==> src/rtl/pipeline_hazard_ctrl.sv <==
// Hazard sequencer for the 5-stage pipeline: operand forwarding selects, load-use bubble
// insertion and whole-pipe freeze while data memory is busy.
module pipeline_hazard_ctrl #(
  parameter int MAX_WAIT = 255,
  parameter int CNT_W    = 16
) (
  input  logic             clk,
  input  logic             rst_n,
  input  logic [4:0]       Rs2,
  input  logic [4:0]       Rt2,
  input  logic [4:0]       Rd3,
  input  logic [4:0]       Rt3,
  input  logic [4:0]       Rd4,
  input  logic [4:0]       Rt4,
  input  logic [1:0]       ALUOp2,
  input  logic [1:0]       ALUOp3,
  input  logic [1:0]       ALUOp4,
  input  logic             mem_busy,
  output logic [1:0]       fwdA,
  output logic [1:0]       fwdB,
  output logic             stall_pc,
  output logic             stall_ifid,
  output logic             stall_ex,
  output logic             bubble,
  output logic             wait_timeout,
  output logic [CNT_W-1:0] stall_cycles
);

  localparam logic [1:0] OP_LD  = 2'b00;
  localparam logic [1:0] OP_ST  = 2'b01;
  localparam logic [1:0] OP_ALU = 2'b10;
  localparam logic [15:0] WAIT_LIMIT = 16'(MAX_WAIT);

  typedef enum logic [1:0] {RUN, LDSTALL, MEMWAIT} state_t;

  state_t      state, stateNext;
  logic        useRs, useRt, loadUse;
  logic [15:0] waitCnt, waitCntInc;

  // Youngest producer wins: stage 3 ALU result beats anything sitting in stage 4.
  function automatic logic [1:0] fwdSel(input logic [4:0] src, input logic used,
                                        input logic [1:0] op3, input logic [4:0] rd3,
                                        input logic [1:0] op4, input logic [4:0] rd4,
                                        input logic [4:0] rt4);
    logic [1:0] sel;
    sel = 2'b00;
    if (used && src != 5'd0) begin
      if (op3 == OP_ALU && rd3 == src)
        sel = 2'b01;
      else if (op4 == OP_ALU && rd4 == src)
        sel = 2'b10;
      else if (op4 == OP_LD && rt4 == src)
        sel = 2'b11;
    end
    return sel;
  endfunction

  always_comb begin
    useRs   = (ALUOp2 == OP_LD) || (ALUOp2 == OP_ST) || (ALUOp2 == OP_ALU);
    useRt   = (ALUOp2 == OP_ST) || (ALUOp2 == OP_ALU);
    loadUse = (ALUOp3 == OP_LD) && (Rt3 != 5'd0) &&
              ((useRs && Rs2 == Rt3) || (useRt && Rt2 == Rt3));
  end

  always_comb begin
    fwdA = 2'b00;
    fwdB = 2'b00;
    if (rst_n) begin
      fwdA = fwdSel(Rs2, useRs, ALUOp3, Rd3, ALUOp4, Rd4, Rt4);
      fwdB = fwdSel(Rt2, useRt, ALUOp3, Rd3, ALUOp4, Rd4, Rt4);
    end
  end

  // Memory freeze outranks load-use; a load-use check right after its own bubble is suppressed.
  always_comb begin
    stateNext  = RUN;
    stall_pc   = 1'b0;
    stall_ifid = 1'b0;
    stall_ex   = 1'b0;
    bubble     = 1'b0;
    if (rst_n) begin
      if (mem_busy) begin
        stall_pc   = 1'b1;
        stall_ifid = 1'b1;
        stall_ex   = 1'b1;
        stateNext  = MEMWAIT;
      end else if (state != LDSTALL && loadUse) begin
        stall_pc   = 1'b1;
        stall_ifid = 1'b1;
        bubble     = 1'b1;
        stateNext  = LDSTALL;
      end
    end
  end

  assign waitCntInc = (waitCnt >= WAIT_LIMIT) ? waitCnt : waitCnt + 16'd1;

  always_ff @(posedge clk) begin
    if (!rst_n) begin
      state        <= RUN;
      waitCnt      <= 16'd0;
      wait_timeout <= 1'b0;
      stall_cycles <= '0;
    end else begin
      state <= stateNext;
      if (mem_busy) begin
        waitCnt <= waitCntInc;
        if (waitCntInc >= WAIT_LIMIT)
          wait_timeout <= 1'b1;
      end else begin
        waitCnt <= 16'd0;
      end
      if (stall_pc && stall_cycles != '1)
        stall_cycles <= stall_cycles + CNT_W'(1);
    end
  end

endmodule

==> config.mk <==
export PLATFORM = sky130hd
export DESIGN_NAME = pipeline_hazard_ctrl
export DESIGN_NICKNAME = d
export VERILOG_FILES = /design/src/rtl/pipeline_hazard_ctrl.sv
export SDC_FILE = /design/constraint.sdc
export NUM_CORES = 1
export LEC_CHECK = 0
export ABC_AREA = 1
export BUFFER_PORTS_ARGS = -buffer_cell sky130_fd_sc_hd__clkbuf_2
export CAP_MARGIN = 10
export CORE_ASPECT_RATIO = 0.8
export CORE_MARGIN = 8
export CORE_UTILIZATION = 55
export CTS_BUF_LIST = sky130_fd_sc_hd__clkbuf_8 sky130_fd_sc_hd__clkbuf_16
export DETAILED_ROUTE_END_ITERATION = 6
export PLACE_DENSITY = 0.86
export SYNTH_ARGS = -nofsm -noshare
export SYNTH_HDL_FRONTEND = slang
export SYNTH_SLANG_ARGS = --single-unit
==> constraint.sdc <==
create_clock -name clk -period 5.5 [get_ports clk]
set_clock_uncertainty 0.05 [all_clocks]
set_input_delay 1.375 -clock clk [delete_from_list [all_inputs] [get_ports clk]]
set_output_delay 1.375 -clock clk [all_outputs]
set_load 0.1 [all_outputs]
==> metrics.md, run 1 <==
| Metric | Value |
|---|---|
| Cts hold-fix bufs | `0` |
| Root Buffer | `clkbuf_8` |
| RR Endpoint | `stall_cycles[3]` |
| Setup bufs post-CTS | `0` |
| Largest net degree at the start of global routing | `20` |
| CP Launch Type | `primary input` |
| Remaining antenna violation count | `0` |
| Final period util | `79.5%` |
| Setup Viol. Count Final | `0` |
| Worst r2r src | `stall_cycles[0]` |
| Placed cell area | `2960 µm²` |
| Dominant cells by area after synthesis | `dfxtp_1 (27%), nand2_1 (13%), nor2_1 (8.1%)` |
| PortBufs | `63` |
| Crit path time final | `4.37 ns` |
| Final WL | `6.84 mm` |
| Clock-pin slew on the worst setup and hold paths | `0.08 ns` |
| Worst setup slack after layout | `1.13 ns` |
| Most common cell after layout, fill and taps aside | `nand2_1` |
| Share of layout cells above drive strength 1 | `25.2%` |
| Resize count post-CTS | `0` |
| Synth Instances | `399` |
| Worst Setup SP | `rst_n` |
| Peak Freq | `229 MHz` |
| Syn Area/Cell | `6.62 µm²` |
| Crit Path Category | `in -> out` |
| Drt pass-1 iters | `5` |
| Max H-tree Level | `2` |
| Initial antenna violation count | `0` |
| Worst reg2reg path depth | `7` |
| Setup TNS | `0 ns` |
| Worst path required time | `4.07 ns` |
| Residual DRC | `0` |
| Post-synthesis sequential area ratio | `26.5%` |
| First-pass GRT wire length | `11.6 mm` |
| Synthesized cell area | `2640 µm²` |
| CP Capture Point | `stall_pc` |
| Max-slew headroom | `62.8%` |
| Unrepaired setup endpoints after global routing | `false` |
| Maximum buffer depth of the clock tree | `2` |
| Crit Path Max Fanout | `19` |
| Ports | `64` |
| Post-DP HPWL | `5.26 mm` |
| Diodes inserted | `0` |
| Die X | `93.5 µm` |
| Area share of the largest cell type after synthesis | `26.5%` |
| DRT iter0 DRCs | `219` |
| Clock Latency Late Sink | `0.29 ns` |
| Run status | `finished, final reports clean` |
| Fin cells | `521` |
| Reg-to-reg slack, setup | `3.52 ns` |
| Most frequent cells in the layout | `nand2_1 (89), clkbuf_2 (63), nor2_1 (57)` |
| CTS tree | `yes` |
| CTS Sinks | `35` |
| Placed cells | `513` |
| Worst-Margin Slew | `0.560 ns` |
| Slew Viols, Final | `0` |
| Net count, final | `502` |
| Cell Pwr Density | `198 nW/µm²` |
| Placeable Area | `4600 µm²` |
| Design area | `3070 µm²` |
| Gpl congestion | `1.00` |
| Vias in the first global route | `2609` |
| Worst path arrival time | `2.95 ns` |
| Synth Net Count | `441` |
| Avg WL per Cell | `13.1 µm` |
| Post-synthesis cell type count | `34` |
| Leak Pwr | `1.36 nW` |
| CP Capture Type | `primary output` |
| YS warnings | `0` |
| Via density | `5.40` |
| Post-synth top area cell | `dfxtp_1` |
| MaxCap Viol Count | `0` |
| Synth Register Bits | `35` |
| Via count | `2814` |
| Starting density of the core | `57.5%` |
| Setup WS pre-CTS | `1.15 ns` |
| Die Area | `7290 µm²` |
| Final core occ | `66.8%` |
| Fin. Hold Viols | `0` |
| Worst hold path class | `reg -> reg` |
| Die height | `78.0 µm` |
| P&R area growth vs syn | `16.3%` |
| TritonCTS buffer count | `5` |
| GRT Total Usage | `18.8%` |
| Grt total ovfl | `0` |
| Worst VDD drop | `121 µV` |
| Site Rows | `22` |
## cells in the mapped netlist
master    number
inv_1         48
nor2_2         3
a21oi_2        9
buf_6          1
or2_2          2
nand2_4        2
a211oi_1       1
a31oi_4        1
a221oi_1       4
nand4_4        1
nand2_1       89
buf_4          5
buf_12         1
nor2_1        57
nand2_8        1
nor3_1        11
a21oi_1       18
o21bai_1       2
nand3_1       29
ha_1           3
dfxtp_1       35
clkbuf_1       2
o22ai_1        9
xor2_1        17
inv_2          8
nand3b_1       2
nand2_2        3
o221ai_1       1
xnor2_1        8
o21ai_0        5
nor3_2         3
nand4_1        2
o21ai_1        4
nand3_2       12
## how the worst min path moves through the flow
stage,startpoint,end,slack (ns),depth (start not counted)
2_1_floorplan,waitCnt[13],waitCnt[13],0.36,2
3_3_place_gp,waitCnt[12],waitCnt[12],0.36,2
3_5_place_dp,waitCnt[12],waitCnt[12],0.37,2
4_1_cts,waitCnt[12],waitCnt[12],0.38,2
5_1_grt,waitCnt[12],waitCnt[12],0.40,2
6_report,waitCnt[12],waitCnt[12],0.38,2
## cell type report
class                   count  area (µm²)
well taps                  60        75.1
clock inverters             3        47.5
fillers                   381        1530
repair buffers             63         315
clock buffers               5        68.8
multi-input cells         299        1650
flip-flops and latches     35         701
inverters                  56         210
## registers in the layout, indices dropped and copies added, names as in the netlist
name / flops
wait_timeout: 1
state: 2
stall_cycles: 16
waitCnt: 16
## routing by layer
metal  GRT usage, %  vias up  wire (µm)
met1           22.9     1254       2870
met4           7.38        0        138
met5              0        -          0
met2           29.6      130       3140
li1               -     1412          -
met3           6.54       18        697
## through the flow
| stage | total power, mW | hold WS [ns] |
|---|---|---|
| floorplan | 0.340 | 0.358 |
| global placement | 0.368 | 0.365 |
| detailed placement | 0.370 | 0.370 |
| CTS | 0.611 | 0.382 |
| global route | 0.634 | 0.401 |
| finish | 0.607 | 0.382 |
## where the power goes
| group | total [mW] | internal, mW | switching, mW |
|---|---|---|---|
| clock | 0.240 | 0.137 | 0.103 |
| combinational | 0.109 | 0.0338 | 0.0749 |
| sequential | 0.258 | 0.255 | 0.00239 |
## critical path, stage by stage
cell and delay [ns]:
clkbuf_2 0.17, inv_2 0.18, nor3_2 0.16, o21ai_1 0.12, a31oi_4 0.17, nand2_4 0.09
nand2_8 0.16, clkbuf_2 0.49
## cells by family (layout without fill, tap and decap cells)
logic type	Yosys count	in the layout	synth area share, %
fa+ha+maj	3	3	1.42
flops	35	35	26.5
compound gates	54	54	13.5
simple gates	217	217	39.4
buf+inv	65	127	10.8
xor+xnor	25	25	8.29
(Power assumes the default switching activity.)
==> inputs of run 2 (changes only) <==
--- a/config.mk
+++ b/config.mk
@@ -5,15 +5,15 @@
 export SDC_FILE = /design/constraint.sdc
 export NUM_CORES = 1
 export LEC_CHECK = 0
-export ABC_AREA = 1
+export ABC_AREA = 0
 export BUFFER_PORTS_ARGS = -buffer_cell sky130_fd_sc_hd__clkbuf_2
 export CAP_MARGIN = 10
 export CORE_ASPECT_RATIO = 0.8
 export CORE_MARGIN = 8
-export CORE_UTILIZATION = 55
+export CORE_UTILIZATION = 47
 export CTS_BUF_LIST = sky130_fd_sc_hd__clkbuf_8 sky130_fd_sc_hd__clkbuf_16
 export DETAILED_ROUTE_END_ITERATION = 6
-export PLACE_DENSITY = 0.86
+export PLACE_DENSITY = 0.8
 export SYNTH_ARGS = -nofsm -noshare
 export SYNTH_HDL_FRONTEND = slang
 export SYNTH_SLANG_ARGS = --single-unit
==> constraint.sdc (replaced) <==
create_clock -name clk -period 3.65 [get_ports clk]
set_clock_uncertainty 0.05 [all_clocks]
set_input_delay 0.9125 -clock clk [delete_from_list [all_inputs] [get_ports clk]]
set_output_delay 0.9125 -clock clk [all_outputs]
set_load 0.1 [all_outputs]
==> metrics.md, run 2 <==
| Metric | Value |
|---|---|
| Run status | `finished, final reports clean` |
| Final period util | `91.7%` |
| Residual DRC | `0` |
| Critical path buffers and inverters | `2` |
| Most frequent cells in the layout | `clkbuf_2 (56), xor2_1 (38), dfxtp_1 (35)` |
| Critical path's top delay family | `compound AO/OA/AOI/OAI gates` |
| Maximum buffer depth of the clock tree | `2` |
| Final core occ | `59.4%` |
| Synth Net Count | `312` |
| Remaining antenna violation count | `0` |
| Design area | `2730 µm²` |
| Share of layout cells above drive strength 1 | `25.2%` |
| Synth Instances | `270` |
| Initial antenna violation count | `0` |
| PortBufs | `63` |
| Avg WL per Cell | `15.1 µm` |
| Post-synth ARST share | `0%` |
| CP max-delay cell | `o21ai_2` |
| Dominant cells by area after synthesis | `dfxtp_1 (31%), xor2_1 (15%), a21oi_1 (3.6%)` |
| Largest family of logic cells by synthesized area | `simple AND/OR/NAND/NOR gates` |
| DRT iter0 DRCs | `134` |
| Synth Flop Type | `dfxtp_1` |
| CTS tree | `yes` |
| Syn Area/Cell | `8.35 µm²` |
| Via count | `2126` |
| Die X | `93.4 µm` |
| Clock-pin slew on the worst setup and hold paths | `0.07 ns` |
| First-pass GRT wire length | `9.78 mm` |
| MaxCap Viol Count | `0` |
| Placed cells | `375` |
| Worst hold path class | `reg -> reg` |
| Unrepaired setup endpoints after global routing | `false` |
| Worst VDD drop | `240 µV` |
| Placed cell area | `2640 µm²` |
| Crit Path Max Fanout | `5` |
| Cell Pwr Density | `300 nW/µm²` |
| Crit Path Category | `in -> out` |
| Die height | `77.9 µm` |
| Slowest Stage Delay on Critical Path | `0.35 ns` |
| CP Capture Type | `primary output` |
| TritonCTS buffer count | `5` |
| Biggest regs | `stall_cycles: 16 flops, waitCnt: 16 flops, state: 2 flops` |
| Synth Register Bits | `35` |
| Fin cells | `382` |
| Max-slew headroom | `52.4%` |
| Site Rows | `22` |
| Root Buffer | `clkbuf_8` |
| Post-synthesis cell type count | `44` |
| Synth Area in Compound Gates | `12.7%` |
| Post-Synth XOR/XNOR Area | `18.3%` |
| Leak Pwr | `1.14 nW` |
| Resize count post-CTS | `0` |
| GRT Total Usage | `16.3%` |
| Final WL | `5.77 mm` |
| Post-synth EDFFs | `0` |
| Chain of cells forming the critical path | `clkbuf_2 -> xor2_1 -> nor4_4 -> a22oi_1 -> o21ai_2 -> buf_12` |
| Crit path time final | `3.35 ns` |
| Area share of the largest cell type after synthesis | `31.1%` |
| YS warnings | `0` |
| Top-count cell post-synth | `xor2_1` |
| Worst-Margin Slew | `0.714 ns` |
| Net count, final | `364` |
| CP Launch Type | `primary input` |
| Commonest cells post-synth | `xor2_1 (38), dfxtp_1 (35), nand2_1 (20)` |
| Post-Synth Simple-Gate Area | `28.7%` |
| Cts hold-fix bufs | `0` |
| Peak Freq | `299 MHz` |
| Ports | `64` |
| Grt total ovfl | `0` |
| Worst path arrival time | `2.39 ns` |
| FILL cells | `430` |
| Gpl congestion | `0.893` |
| Max H-tree Level | `2` |
| Synth Area in Adders | `1.67%` |
| Die Area | `7280 µm²` |
| Setup bufs post-CTS | `0` |
| Setup Viol. Count Final | `0` |
| Worst path required time | `2.69 ns` |
| P&R area growth vs syn | `21.2%` |
| Clock Latency Late Sink | `0.29 ns` |
| Via density | `5.57` |
| Largest net degree at the start of global routing | `26` |
| Fin. Hold Viols | `0` |
| Post-synthesis sequential area ratio | `31.1%` |
| Drt pass-1 iters | `4` |
| Post-DP HPWL | `4.50 mm` |
| Most common cell after layout, fill and taps aside | `clkbuf_2` |
| Multiplexer share of the synthesized area | `1.78%` |
| Starting density of the core | `49.0%` |
| Synthesized cell area | `2250 µm²` |
| CTS Sinks | `35` |
| Placeable Area | `4600 µm²` |
| Post-synth top area cell | `dfxtp_1` |
| Vias in the first global route | `2113` |
| Diodes inserted | `0` |
| Slew Viols, Final | `0` |
==> run 2: final timing paths <==
path	startpoint	to	slack, ns	cells past startpoint
worst max-delay path	Rs2[4]	stall_pc	0.30	6
worst min register to register	waitCnt[13]	waitCnt[13]	0.43	1
worst min-delay path	waitCnt[13]	waitCnt[13]	0.43	1
worst max register to register	stall_cycles[4]	stall_cycles[5]	1.25	6
==> run 2: where the power goes <==
| group | switching, mW | leakage, nW | total, mW | internal, mW |
|---|---|---|---|---|
| clock | 0.134 | 0.0470 | 0.282 | 0.148 |
| combinational | 0.0955 | 0.810 | 0.152 | 0.0563 |
| sequential | 0.00270 | 0.282 | 0.387 | 0.384 |
| total | 0.232 | 1.14 | 0.821 | 0.589 |
==> run 2: layout make-up <==
| type | count | area [µm²] | share of cell area [%] |
|---|---|---|---|
| Clock inverter | 1 | 5.00 | 0.183 |
| Sequential cell | 35 | 701 | 25.7 |
| Tap cell | 60 | 75.1 | 2.75 |
| Inverter | 5 | 18.8 | 0.687 |
| Clock buffer | 6 | 82.6 | 3.02 |
| Multi-Input combinational cell | 210 | 1440 | 52.7 |
| Timing Repair Buffer | 65 | 410 | 15.0 |
==> run 2: cells by family after synthesis <==
kind of cell    Yosys count
compound gates           43
xor+xnor                 47
mux                       4
buf+inv                  25
flops                    35
simple gates            113
fa+ha+maj                 3
==> run 2: routing by layer <==
layer,part of all wire (%),global-route usage [%],wire [µm],vias up
met5,0,0,0,-
met4,1.0,5.94,60,0
met3,6.3,3.75,365,7
met2,47,26.4,2730,50
met1,45,20.7,2610,995
li1,-,-,-,1074
==> run 2: per-stage QoR <==
stage / hold slack [ns] / TNS (ns) / worst slack, ns / total power [mW]
finish: 0.432 / 0 / 0.301 / 0.821
floorplan: 0.403 / -0.633 / -0.379 / 0.500
detailed placement: 0.418 / 0 / 0.281 / 0.547
global placement: 0.416 / 0 / 0.339 / 0.543
global route: 0.446 / 0 / 0.193 / 0.859
CTS: 0.434 / 0 / 0.285 / 0.826
